### src/rtl/tlc_light_monitor.sv
// tlc_light_monitor
//   Passive checker for a four-lamp traffic light controller. Lamp codes are
//   001 green, 010 yellow, 100 red. Sticky error flags are raised one clock
//   after the offending inputs are presented and are cleared by err_clr.
//   The main lights M1 and M2 are sequence-tracked; MT and S are only checked
//   for legal encoding and for a green conflict with S.
//
// Optional feature macro: TLC_MON_STUCK_EN enables the stuck-lamp watchdog
// (err_stuck). Without it err_stuck is tied to 0.
//
// Parameters
//   YEL_MIN    minimum legal yellow dwell, in clock cycles
//   STUCK_MAX  cycles without any lamp change before err_stuck (watchdog only)
//
// Ports
//   clk                      clock, rising edge
//   rst                      asynchronous reset, active low
//   light_M1/M2/MT/S [2:0]   lamp codes
//   err_clr                  synchronous clear of all sticky flags
//   err_onehot               a lamp code is not 001/010/100
//   err_conflict             S green together with M1 or M2 green
//   err_seq                  illegal colour order on M1 or M2
//   err_dwell                M1 or M2 yellow shorter than YEL_MIN
//   err_stuck                no lamp change for STUCK_MAX cycles
//   err_pulse                one-cycle strobe when any flag rises
//   cycle_cnt [7:0]          completed M1 red-to-green transitions (wraps)

module tlc_light_monitor #(
    parameter int YEL_MIN   = 3,
    parameter int STUCK_MAX = 32
) (
    input  logic       clk,
    input  logic       rst,
    input  logic [2:0] light_M1,
    input  logic [2:0] light_M2,
    input  logic [2:0] light_MT,
    input  logic [2:0] light_S,
    input  logic       err_clr,
    output logic       err_onehot,
    output logic       err_conflict,
    output logic       err_seq,
    output logic       err_dwell,
    output logic       err_stuck,
    output logic       err_pulse,
    output logic [7:0] cycle_cnt
);

    if (YEL_MIN < 1 || YEL_MIN > 16) begin : g_yel_chk
        $error("YEL_MIN must be in 1..16");
    end
    if (STUCK_MAX < 1 || STUCK_MAX > 63) begin : g_stuck_chk
        $error("STUCK_MAX must be in 1..63");
    end

    typedef enum logic [1:0] {UNK, GRN, YEL, RED} trk_t;

    typedef struct packed {
        trk_t       st;
        logic [3:0] dwell;
        logic       seq;
        logic       dwl;
    } trk_res_t;

    function automatic logic code_ok(input logic [2:0] code);
        return (code == 3'b001) || (code == 3'b010) || (code == 3'b100);
    endfunction

    // Next tracker state, next dwell count and the errors seen on this step.
    // Entry from UNK is never sequence- or dwell-checked; an illegal code
    // drops the tracker to UNK silently.
    function automatic trk_res_t trk_step(input trk_t st, input logic [3:0] dwell,
                                          input logic [2:0] code);
        trk_res_t r;
        trk_t     tgt;
        r.st    = st;
        r.dwell = dwell;
        r.seq   = 1'b0;
        r.dwl   = 1'b0;
        case (code)
            3'b001:  tgt = GRN;
            3'b010:  tgt = YEL;
            3'b100:  tgt = RED;
            default: tgt = UNK;
        endcase
        r.st = tgt;
        if (tgt != UNK) begin
            if (st != UNK && tgt != st)
                r.seq = !((st == GRN && tgt == YEL) ||
                          (st == YEL && tgt == RED) ||
                          (st == RED && tgt == GRN));
            // dwell holds (yellow cycles - 1) so the exit check adds one back
            if (st == YEL && tgt != YEL)
                r.dwl = ({1'b0, dwell} + 5'd1) < 5'(YEL_MIN);
            if (tgt == YEL)
                r.dwell = (st != YEL) ? '0 : ((dwell == 4'hF) ? dwell : dwell + 4'd1);
        end
        return r;
    endfunction

    logic       valid_q;
    trk_t       trk1, trk2;
    logic [3:0] dwell1, dwell2;
    logic [3:0] flags;      // {onehot, conflict, seq, dwell}
    logic [3:0] set;
    trk_res_t   r1, r2;
    logic       m1_rg;
    logic       stuck_set;
    logic       stuck_rise;

    always_comb begin
        r1     = trk_step(trk1, dwell1, light_M1);
        r2     = trk_step(trk2, dwell2, light_M2);
        m1_rg  = (trk1 == RED) && (light_M1 == 3'b001);
        set[3] = !(code_ok(light_M1) && code_ok(light_M2) &&
                   code_ok(light_MT) && code_ok(light_S));
        set[2] = (light_S == 3'b001) && (light_M1 == 3'b001 || light_M2 == 3'b001);
        set[1] = r1.seq | r2.seq;
        set[0] = r1.dwl | r2.dwl;
    end

    assign err_onehot   = flags[3];
    assign err_conflict = flags[2];
    assign err_seq      = flags[1];
    assign err_dwell    = flags[0];

`ifdef TLC_MON_STUCK_EN
    // prev only matters for change detection, which only the watchdog needs
    logic [11:0] prev;
    logic [5:0]  stuck_cnt, stuck_cnt_n;
    logic        stuck_q;

    always_comb begin
        if ({light_M1, light_M2, light_MT, light_S} != prev)
            stuck_cnt_n = '0;
        else if (stuck_cnt == 6'(STUCK_MAX))
            stuck_cnt_n = stuck_cnt;
        else
            stuck_cnt_n = stuck_cnt + 6'd1;
        stuck_set  = (stuck_cnt_n == 6'(STUCK_MAX));
        stuck_rise = stuck_set & ~stuck_q;
    end

    assign err_stuck = stuck_q;

    always_ff @(posedge clk or negedge rst) begin
        if (!rst) begin
            prev      <= '0;
            stuck_cnt <= '0;
            stuck_q   <= 1'b0;
        end else begin
            prev <= {light_M1, light_M2, light_MT, light_S};
            if (valid_q) begin
                stuck_cnt <= stuck_cnt_n;
                stuck_q   <= stuck_set | (stuck_q & ~err_clr);
            end
        end
    end
`else
    assign stuck_set  = 1'b0;
    assign stuck_rise = 1'b0;
    assign err_stuck  = 1'b0;
`endif

    always_ff @(posedge clk or negedge rst) begin
        if (!rst) begin
            valid_q   <= 1'b0;
            trk1      <= UNK;
            trk2      <= UNK;
            dwell1    <= '0;
            dwell2    <= '0;
            flags     <= '0;
            err_pulse <= 1'b0;
            cycle_cnt <= '0;
        end else begin
            valid_q <= 1'b1;
            if (valid_q) begin
                trk1   <= r1.st;
                trk2   <= r2.st;
                dwell1 <= r1.dwell;
                dwell2 <= r2.dwell;
                if (m1_rg)
                    cycle_cnt <= cycle_cnt + 8'd1;
                // a rising condition wins over err_clr in the same cycle
                flags     <= set | (flags & ~{4{err_clr}});
                err_pulse <= (|(set & ~flags)) | stuck_rise;
            end
        end
    end

endmodule

### config.mk
export PLATFORM = sky130hd
export DESIGN_NAME = tlc_light_monitor
export DESIGN_NICKNAME = d
export VERILOG_FILES = /design/src/rtl/tlc_light_monitor.sv
export SDC_FILE = /design/constraint.sdc
export NUM_CORES = 1
export LEC_CHECK = 0
export CAP_MARGIN = 40
export CORE_UTILIZATION = 51
export DETAILED_ROUTE_END_ITERATION = 6
export GPL_ROUTABILITY_DRIVEN = 0
export GPL_TIMING_DRIVEN = 0
export PLACE_DENSITY = 0.8
export SETUP_SLACK_MARGIN = 0.15
export SYNTH_ARGS = -nofsm -noshare
export SYNTH_HDL_FRONTEND = slang
export SYNTH_SLANG_ARGS = --single-unit
export TNS_END_PERCENT = 10
### constraint.sdc
create_clock -name clk -period 2 [get_ports clk]
set_input_delay 0.2 -clock clk [delete_from_list [all_inputs] [get_ports clk]]
set_output_delay 0.2 -clock clk [all_outputs]
set_load 0.01 [all_outputs]
### Word-level counts from Yosys, hierarchy flattened

Cells that the tools add are included.

| storage, ports and cells | value |
|---|---|
| flip-flop bits (word level) | 26 |
| latch bits | 0 |
| bits in writable memories | 0 |
| ROM bits | 0 |
| input bits | 15 |
| output and inout port bits | 14 |
| logic and storage cells | 107 |
| memories | 0 |

| operators by class | value |
|---|---|
| add/sub/neg operators | 5 |
| multipliers | 0 |
| divide/modulo/power cells | 0 |
| magnitude comparators | 2 |
| equality and inequality tests | 34 |
| shifts and indexed selects | 0 |
| multiplexer cells | 12 |
| bitwise operators | 7 |
| reduce and logical (&&, ||, !) cells | 39 |

Operators with widths:

| operator | count |
|---|---|
| $eq 2x2->1 const B | 8 |
| $mux 4 | 4 |
| $logic_and 1x1->1 | 15 |
| $logic_or 1x1->1 | 13 |
| $eq 3x1->1 const B | 4 |
| $eq 3x2->1 const B | 4 |
| $eq 3x3->1 const B | 4 |
| $ne 2x2->1 const B | 6 |
| $pmux 2 s3 | 2 |
| $add 4x1->5 const B | 2 |
| $lt 5x2->1 const B | 2 |
| $add 4x1->4 const B | 2 |
| $add 8x1->8 const B | 1 |
| $and 4x4->4 | 2 |
| $eq 2x1->1 const B | 4 |
| $eq 4x4->1 const B | 2 |
| $not 4->4 | 2 |
| $reduce_and 4->1 | 2 |
| $reduce_bool 2->1 | 4 |
| $mux 1 | 4 |
| $mux 2 | 2 |
| $ne 2x2->1 | 2 |
| $or 4x4->4 | 1 |
| $reduce_or 4->1 | 1 |
| 3 further kinds | 6 |

### Logic depth before layout (Yosys ltp)

Gate-level depths: netlist (run 1).

| logic depth | value |
|---|---|
| word-level depth | 12 |
| gate-level depth with buffers | 6 |
| depth with buffers taken out | 6 |

### Least setup slack after synthesis (run 1)

OpenSTA, ideal clock, no wires.

| timing path | value |
|---|---|
| path kind | register to register |
| start | reg dwell2[0] |
| end | reg err_pulse |
| setup time | 0.064 ns |
| arrival | 1.730 ns |
| required time | 1.936 ns |
| setup slack | 0.206 ns |
| stages on the path, launching flop included | 7 |
| buffers on the path | 0 |
| clock period less this slack | 1.794 ns |
| cell sequence | dfrtp_1 ha_1 nor2b_1 or4_1 a2bb2oi_1 o221ai_2 a211o_1 |

| on the way | value |
|---|---|
| cells in the longest elaborated chain, start to end | 7 |

Ends and longest elaborated chain:

| what | RTL line | text |
|---|---|---|
| start, declared | 102 | `logic [3:0] dwell1, dwell2;` |
| start signal, assigned | 180 | `dwell2 <= r2.dwell;` |
| $add 4x1->5 | 93 | `r.dwl = ({1'b0, dwell} + 5'd1) < 5'(YEL_MIN);` |
| $lt 5x2->1 | 93 |  |
| $mux 1 | 92 | `if (st == YEL && tgt != YEL)` |
| $mux 2 | 86 | `if (tgt != UNK) begin` |
| $or 1x1->1 | 118 | `set[0] = r1.dwl \| r2.dwl;` |
| $and 4x4->4 | 185 | `err_pulse <= (\|(set & ~flags)) \| stuck_rise;` |
| $reduce_or 4->1 | 185 |  |
| end signal, assigned | 185 |  |
| end, declared | 44 | `output logic err_pulse,` |

Every way passes these cells.
A chain may end at the register's enable or synchronous reset.

### Worst setup path after layout (run 1)

| timing path | value |
|---|---|
| start | in light_M1[0] |
| end | reg err_pulse |

| on the way | value |
|---|---|
| cells in the longest elaborated chain, start to end | 12 |
| elaborated cells between the ends (all ways) | 33 |
| those cells by class | eq/ne (8); mux (4); bitwise (3); reduce/logical (18) |

Ends and longest elaborated chain:

| what | RTL line | text |
|---|---|---|
| start, declared | 34 | `input logic [2:0] light_M1,` |
| $eq 3x3->1, or another cell as far along | 65, 79 |  |
| $pmux 2 s3 | 79 | `case (code)` |
| $eq 2x2->1 (on tied branches) | 88, 89 |  |
| $logic_and 1x1->1 (on tied branches) | 88, 89 |  |
| $logic_or 1x1->1 | 88 | `r.seq = !((st == GRN && tgt == YEL) \|\|` |
| $logic_or 1x1->1 | 89 | `(st == YEL && tgt == RED) \|\|` |
| $logic_not 1->1 | 88 |  |
| $mux 1 | 87 | `if (st != UNK && tgt != st)` |
| $mux 2 | 86 |  |
| $or 1x1->1 | 117 | `set[1] = r1.seq \| r2.seq;` |
| $and 4x4->4 (*) | 185 |  |
| $reduce_or 4->1 (*) | 185 |  |

Every way passes the cells marked *; elsewhere a longest branch is shown, timed or not.

==> impl_metrics.ini, run 1 <==
[die]
ios = 29
placementRows = 19
die_w_um = 56.8
die_height_um = 56.8
start_util_pct = 54.7
core_um2 = 2810
die-area_um2 = 3230

[final_layout]
nets = 208
final_cells = 220
layout_common_cells = dfrtp_1, clkdlybuf4s50_1, nand2_1
drive_above_1_share_pct = 15.3
num-fill-cells = 213
antenna_cells = 0
area_delta_synth_final_pct = 25.9
final_common_cell = dfrtp_1

[setup_path]
cpMaxStageDelayCell = clkdlybuf4s50_1
required_ns = 2.24
crit_buf_inv = 1
path_class = input pin to register
arrival_ns = 2.01
cp-startpoint = light_M1[0]
path_max_fanout = 7
end_kind = register
cp_cell_sequence = clkdlybuf4s50_1, a222oi_1, nand3_1, o41ai_4, nor2_1, a211o_1
cpPeakStageDelay_ns = 0.57
cp-start-kind = input pin
r2r-start = dwell2[1]
critPathTopFamily = compound AO/OA/AOI/OAI gates

[synth]
synthArstFlopShare_pct = 100
ys.flop_type = dfrtp_1
synth_top_area_cell = dfrtp_1
netlist_area_um2 = 1530
avgSynthCellArea_um2 = 9.71
synth_top_area_share_pct = 42.4
ys_seq_elements = 26
synth-edff-count = 0
synth_cell_types = 45
yosysSeqAreaShare_pct = 42.4
ys_top_cells_by_area = dfrtp_1, o21ai_0, xnor2_1
syn_inst = 158
synth_nets = 176
yosys_warnings = 0

[power]
finalPower_w = 0.00124
vdd_drop_max_mv = 0.314
powerDensity_nw_per_um2 = 645
leakage_nw = 0.848

[placement]
io_buffers = 23
post-place-cells = 213
place_ws_ns = -0.133
dp_hpwl_mm = 2.48

[grt]
antenna_found_initial = 0
gr-total-overflow = 0
gr-usage-all-layers_pct = 23.7
grt_pass1_wl_mm = 5.83
grt_pass1_vias = 1312
grt_start_max_net_pins = 20

[clocking]
htree_levels = 1
clock_latency_ns = 0.33
cts_tree = done
holdBufCountCts = 0
clkSlewWorstSetupHoldPaths_ns = 0.15
cts_sinks = 26
root_buffer = clkbuf_4
clock_tree.buffer_depth = 2
tritoncts.num_buffers = 3

[detailed_routing]
vias_per_cell = 5.92
drc = 2
postRouteAntennaNets = 0
drt-pass1-iter-count = 7
drt-total-wl_mm = 3.47
drt_iter0_markers = 105
wl_per_cell_um = 15.8
vias = 1302

[sta]
setup-violations-final = 0
worst_pin_slew_ns = 0.531
max_slew_margin_pct = 64.3
fin_crit_sh_pct = 88.4
final-hold-violation-count = 0
fin_skew_ns = 0.000988
grt_setup_unrepaired = no
setup_slack_ns = 0.231
drv_slew = 0
clock.fmax_mhz = 565
period_minus_slack_ns = 1.77

[flow_run]
drv_cap = 0

[outcome]
failed_checks = DRC
outcome = finished with violations

[min_path]
hold_class = input pin to asynchronous set/reset pin
layer usage:
| metal | GRT usage [%] | vias to the layer above | routed length [um] |
|---|---|---|---|
| met5 | 0 | - | 0 |
| li1 | - | 626 | - |
| met3 | 3.23 | 6 | 136 |
| met4 | 13.6 | 0 | 44 |
| met2 | 38.8 | 36 | 1770 |
| met1 | 29.9 | 634 | 1520 |
worst paths after layout:
| check | to | slack [ns] | depth (start not counted) |
|---|---|---|---|
| max | err_pulse | 0.23 | 6 |
| max reg2reg | err_pulse | 0.26 | 6 |
| min in group clk | trk2[1] | 0.24 | 3 |
| min reg2reg | cycle_cnt[7] | 0.49 | 1 |
| min | flags[3] | 0.15 | 1 |
| max in group asynchronous | cycle_cnt[2] | 1.38 | 2 |
Yosys cell counts, drive strengths merged, types with 4 or more instances:
| library cell | n |
|---|---|
| o21ai | 14 |
| a21oi | 5 |
| mux2 | 5 |
| nand3 | 8 |
| xnor2 | 8 |
| nand2b | 6 |
| xor2 | 4 |
| buf | 5 |
| dfrtp | 26 |
| nand4 | 6 |
| nand2 | 17 |
| nor2 | 11 |
area by class of cell:
cell class | count | area, um^2 | area share [%]
timing repair buffer | 27 | 268 | 13.9
inverter | 3 | 11.3 | 0.583
multi-input combinational | 123 | 866 | 44.8
clock buffer | 3 | 22.5 | 1.17
buffer | 6 | 43.8 | 2.27
tap | 31 | 38.8 | 2.01
sequential | 26 | 651 | 33.7
clock inverter | 1 | 30.0 | 1.56
state kept, by name, indices dropped and copies added, names as in the netlist:
register,flops
dwell1,4
err_pulse,1
valid_q,1
trk2,2
trk1,2
flags,4
dwell2,4
cycle_cnt,8
repair_timing:
action,4_1_cts,5_1_grt
pin swaps,0,4
gates resized for setup,2,3
buffers inserted,2,1
endpoints found under the setup margin,1,1
power by group:
group	switching, W	total (W)	internal (W)
Sequential	0.0000446	0.000610	0.000565
Clock	0.000174	0.000377	0.000203
Combinational	0.000122	0.000258	0.000136
stage by stage:
| stage | hold WS (ns) | utilization (%) | cell area [um^2] | TNS, ns |
|---|---|---|---|---|
| after global routing | 0.159 | 68.8 | 1930 | 0 |
| after detailed placement | 0.474 | 64.8 | 1820 | -0.133 |
| after floorplan | -0.0956 | - | 1530 | 0 |
| after global placement | 0.460 | 64.3 | 1800 | -0.0626 |
| final | 0.149 | 68.8 | 1930 | 0 |
| after CTS | 0.159 | 67.6 | 1900 | 0 |
kinds of logic (layout without fill, tap and decap cells):
family	Yosys count	in the layout	share of synthesized area (%)
simple gates	68	68	25.8
flops	26	26	42.4
other cells	2	2	0.490
buf+inv	9	40	3.59
xor+xnor	12	12	6.85
compound gates	31	31	13.5
mux	7	7	4.98
fa+ha+maj	3	3	2.45
worst reg2reg max path, delay by kind of cell, from the launching register on:
family | cells | cell delay (ns)
fa+ha+maj | 1 | 0.30
flops | 1 | 0.42
simple gates | 2 | 0.57
compound gates | 3 | 0.40
No activity file was read; power rests on OpenSTA's default activity.
==> run 2, diff against run 1 <==
Settings changed: ABC_AREA set to 1, CAP_MARGIN 40 to unset, CORE_UTILIZATION 51 to 52, PLACE_DENSITY 0.8 to 0.81, SLEW_MARGIN set to 20.
==> run 2 against run 1 <==
Effect of this change:
- area after synthesis grew 4.9%
- highest routed layer unchanged
- final cell count grew 30%
- the flow still finishes with violations (DRC)
- via count grew 9.5%
- core utilization grew 0.43 points
==> impl_metrics.ini, run 2 <==
[final_layout]
layout_common_cells = nand2_1, inv_1, dfrtp_1, clkdlybuf4s50_1, nand3_1
area_delta_synth_final_pct = 22.8
final_design_area_no_fill_um2 = 1980
largest_reg_flops = 8
final_common_cell = nand2_1
nets = 274
antenna_cells = 0
regMostFlops = cycle_cnt
num-fill-cells = 263
drive_above_1_share_pct = 7.06
postLayoutCoreUtil_pct = 69.3

[clocking]
clock_tree.buffer_depth = 2
cts_resized = 0
root_buffer = clkbuf_4
cts_sinks = 26
htree_levels = 1
clock_latency_ns = 0.32
cts_tree = done
tritoncts.num_buffers = 3
clkSlewWorstSetupHoldPaths_ns = 0.14

[flow_run]
drv_cap = 0

[setup_path]
required_ns = 2.28
end_kind = register
worstReg2RegEnd = err_pulse
path_max_fanout = 5
path_class = register to register
arrival_ns = 1.83
r2r-start = dwell1[0]
cp-start-kind = register
worstRegToRegCells = 10
rrSetupSlack_ns = 0.45

[sta]
setup_tns_ns = 0
clock.fmax_mhz = 643
setup-violations-final = 0
grt_setup_unrepaired = no
fin_skew_ns = 0.00221
worst_pin_slew_ns = 0.578
drv_slew = 0
max_slew_margin_pct = 61.4
final-hold-violation-count = 0
fin_crit_sh_pct = 77.7
period_minus_slack_ns = 1.55

[die]
die-area_um2 = 3320
core_um2 = 2850
die_height_um = 57.6
placementRows = 19
start_util_pct = 56.4
ios = 29
die_w_um = 57.6

[synth]
yosysSeqAreaShare_pct = 40.4
ys_top_cells_by_area = dfrtp_1, nand2_1, inv_1
synth_cell_types = 23
netlist_area_um2 = 1610
synth-edff-count = 0
ys_seq_elements = 26
synth_nets = 241
yosys_warnings = 0
synth_top_area_cell = dfrtp_1
avgSynthCellArea_um2 = 7.22
syn_inst = 223
synth_top_area_share_pct = 40.4
synthTopCellsByCount = nand2_1, inv_1, dfrtp_1, nand3_1, o21ai_0
yosysMostFrequentCell = nand2_1
ys.flop_type = dfrtp_1
synthArstFlopShare_pct = 100

[placement]
dp_hpwl_mm = 2.37
dpl_cell_area_um2 = 1910
io_buffers = 27

[detailed_routing]
drt_iter0_markers = 51
wl_per_cell_um = 10.6
drt-total-wl_mm = 3.04
vias = 1426
postRouteAntennaNets = 0
drt-pass1-iter-count = 6
vias_per_cell = 4.99
drc = 1

[grt]
gr-usage-all-layers_pct = 20.5
grt_pass1_wl_mm = 5.28
gr-total-overflow = 0
grt_pass1_vias = 1286
antenna_found_initial = 0
grt_start_max_net_pins = 27

[outcome]
failed_checks = DRC
outcome = finished with violations

[power]
vdd_drop_max_mv = 0.595
leakage_nw = 1.01
finalPower_w = 0.00120
powerDensity_nw_per_um2 = 607

[min_path]
hold_class = input pin to asynchronous set/reset pin
run 2: how the worst max path moves through the flow:
stage           startpoint         to  cells after the start  slack (ns)
6_report         dwell1[0]  err_pulse                     10        0.45
3_3_place_gp   light_M1[0]   flags[1]                     12        0.25
2_1_floorplan    dwell1[0]  err_pulse                     10        0.67
4_1_cts          dwell1[0]  err_pulse                     10        0.43
5_1_grt          dwell2[0]  err_pulse                     10        0.30
3_5_place_dp   light_M1[0]   flags[1]                     12        0.23
run 2: area by class of cell:
type                    instances  area (um^2)  area share (%)
plain buffers                   3         18.8           0.950
well taps                      31         38.8            1.96
clock inverters                 1         30.0            1.52
clock buffers                   3         22.5            1.14
repair buffers                 28          275            13.9
inverters                      38          143            7.22
multi-input cells             156          797            40.3
flip-flops and latches         26          651            32.9
run 2: logic make-up after synthesis:
logic type / Yosys count / share of synthesized area (%)
compound gates: 19 / 6.38
xor+xnor: 10 / 5.44
fa+ha+maj: 3 / 2.33
buf+inv: 41 / 10.0
flops: 26 / 40.4
other cells: 2 / 0.467
simple gates: 122 / 34.9
run 2: power by group:
group / total (W) / internal, W / switching, W
Combinational: 0.000242 / 0.000112 / 0.000129
Clock: 0.000360 / 0.000203 / 0.000158
Sequential: 0.000598 / 0.000562 / 0.0000357
Total: 0.00120 / 0.000877 / 0.000323
run 2: critical path, stage by stage (launching register included):
cell and delay (ns):
dfrtp_1 0.45, ha_1 0.24, xnor2_1 0.22, nand2_1 0.08, nor2_1 0.10, nand3_1 0.08, nand2_1 0.11, nand3_1 0.07
nand2_1 0.07, inv_1 0.04, nand2_1 0.05
run 2: through the flow:
stage	hold WS, ns	setup slack [ns]	std cells
4_1_cts	0.405	0.433	286
6_report	0.383	0.446	286
5_1_grt	0.452	0.297	286
3_3_place_gp	0.457	0.254	281
3_5_place_dp	0.233	0.232	281
2_1_floorplan	-0.0956	0.675	223
run 2: metal layers:
layer	share of wire (%)	wire (um)	global-route usage (%)	vias to the layer above
li1	-	-	-	761
met1	48	1450	27.9	632
met2	47	1440	34.2	29
met3	4.5	136	4.91	4
met4	0.69	21	3.14	0
met5	0	0	0	-
run 2: repair_timing:
item	in CTS	in global routing
hold buffers	1	0
buffers inserted	0	0
endpoints found under the hold margin	26	0
==> run 3, diff against run 2 <==
Settings changed: CORE_UTILIZATION 52 to 47, PLACE_DENSITY 0.81 to 0.78.
Clock period 2 ns to 1.27 ns, I/O delays scaled along.
==> run 3 against run 2 <==
Effect of this change:
- first-iteration DRC count increased by 35%
- global-route usage decreased by 0.19 points
- fmax increased by 11%
- critical endpoint unchanged
- flip-flop and latch count unchanged
- core utilization decreased by 3.2 points
- die area increased by 10%
- largest power group unchanged
- the flow finishes with violations (setup timing)
- largest cell class unchanged
- clock-buffer cell count unchanged
- register-to-register slack got worse by 0.58 ns
==> impl_metrics.ini, run 3 (synthesized netlist as in run 2, its figures left out) <==
[min_path]
hold_class = input pin to asynchronous set/reset pin

[power]
leakage_nw = 1.08
vdd_drop_max_mv = 0.603
powerDensity_nw_per_um2 = 833

[sta]
drv_slew = 0
clock.fmax_mhz = 713
setup_slack_ns = -0.132
fin_crit_sh_pct = 110
period_minus_slack_ns = 1.40
final-hold-violation-count = 0
fin_skew_ns = 0.00530
worst_pin_slew_ns = 0.598
setup_tns_ns = -0.769
max_slew_margin_pct = 60.2
setup-violations-final = 12
holdWs_ns = 0.331
grt_setup_unrepaired = yes

[clocking]
htree_levels = 1
tritoncts.num_buffers = 3
cts_sinks = 26
clock_tree.buffer_depth = 2
root_buffer = clkbuf_4
clkSlewWorstSetupHoldPaths_ns = 0.14
clock_latency_ns = 0.32
cts_tree = done

[die]
die_w_um = 60.5
start_util_pct = 51.0
ios = 29
placementRows = 20
die-area_um2 = 3660
core_um2 = 3150
die_height_um = 60.5

[setup_path]
cpMaxStageDelayCell = dfrtp_1
path_max_fanout = 3
end_kind = register
arrival_ns = 1.67
path_class = register to register
crit_buf_inv = 1
cpPeakStageDelay_ns = 0.45
cp_cell_sequence = ha_4, nand2_2, nand3_1, nor2_1, nand3_1, nand2_1, nand3_1, nand2_1, inv_1, nand2_1
rrSetupSlack_ns = -0.13
required_ns = 1.54
cp-start-kind = register
critPathTopFamily = simple AND/OR/NAND/NOR gates

[final_layout]
final_cells = 311
nets = 287
regMostFlops = cycle_cnt
area_delta_synth_final_pct = 29.4
final_design_area_no_fill_um2 = 2080
antenna_cells = 0
largest_reg_flops = 8
layout_common_cells = nand2_1, inv_1, dfrtp_1
num-fill-cells = 302
final_common_cell = nand2_1
drive_above_1_share_pct = 24.3

[detailed_routing]
drc = 0
vias_per_cell = 4.81
vias = 1496
drt-total-wl_mm = 3.41
drt-pass1-iter-count = 4
postRouteAntennaNets = 0
drt_iter0_markers = 69
wl_per_cell_um = 11.0

[placement]
dpl_cell_area_um2 = 1970
post-place-cells = 294
place_ws_ns = -0.421
io_buffers = 27
dp_hpwl_mm = 2.41

[grt]
grt_pass1_wl_mm = 5.54
grt_start_max_net_pins = 27
gr-total-overflow = 0
gr-usage-all-layers_pct = 20.3
antenna_found_initial = 0
grt_pass1_vias = 1336

[outcome]
outcome = finished with violations
failed_checks = setup timing

[flow_run]
drv_cap = 0
[run 3: stage by stage]
step / util [%] / power (W)
floorplan: - / 0.00118
global placement: 62.6 / 0.00135
detailed placement: 62.5 / 0.00135
CTS: 65.0 / 0.00172
global route: 66.0 / 0.00185
finish: 66.0 / 0.00173
[run 3: layout make-up]
class | instances | area, um^2 | share of cell area [%]
Multi-Input combinational cell | 156 | 877 | 42.1
Sequential cell | 26 | 653 | 31.4
Timing Repair Buffer | 41 | 313 | 15.0
Inverter | 38 | 143 | 6.85
Tap cell | 44 | 55.1 | 2.64
Clock buffer | 3 | 22.5 | 1.08
Buffer | 3 | 18.8 | 0.901
[run 3: per-layer routing]
layer  wire length [um]  vias up  part of all wire, %  global-route usage [%]
li1                   -      779                    -                       -
met1               1630      678                   48                    28.3
met2               1610       33                   47                    32.3
met3                127        6                  3.7                    2.35
met4                 45        0                  1.3                    8.12
met5                  0        -                    0                       0
[run 3: power by group]
part	switching (W)	internal [W]
sequential	0.0000533	0.000887
combinational	0.000243	0.000201
clock	0.000239	0.000111
total	0.000535	0.00120
[run 3: worst register-to-register path, stage by stage, from the launching register on]
cell and delay [ns]:
dfrtp_1 0.45, ha_4 0.26, nand2_2 0.06, nand3_1 0.07, nor2_1 0.12, nand3_1 0.10
nand2_1 0.11, nand3_1 0.07, nand2_1 0.06, inv_1 0.04, nand2_1 0.04
[run 3: worst paths after layout]
| kind | from | endpoint | cells past startpoint |
|---|---|---|---|
| setup / recovery | dwell2[1] | err_pulse | 10 |
| hold / removal | rst | flags[2] | 2 |
| setup reg to reg | dwell2[1] | err_pulse | 10 |
| hold reg to reg | cycle_cnt[7] | cycle_cnt[7] | 1 |
| max in group asynchronous | rst | dwell1[0] | 2 |
| min in group clk | light_M1[1] | cycle_cnt[1] | 6 |
[run 3: timing repair]
item | CTS | global route
hold buffers | 1 | 0
pin swaps | 7 | 11
endpoints found under the hold margin | 26 | 0
cloned | 0 | 0
setup endpoints to repair | 31 | 36
resized for setup | 35 | 30
setup buffers | 6 | 7
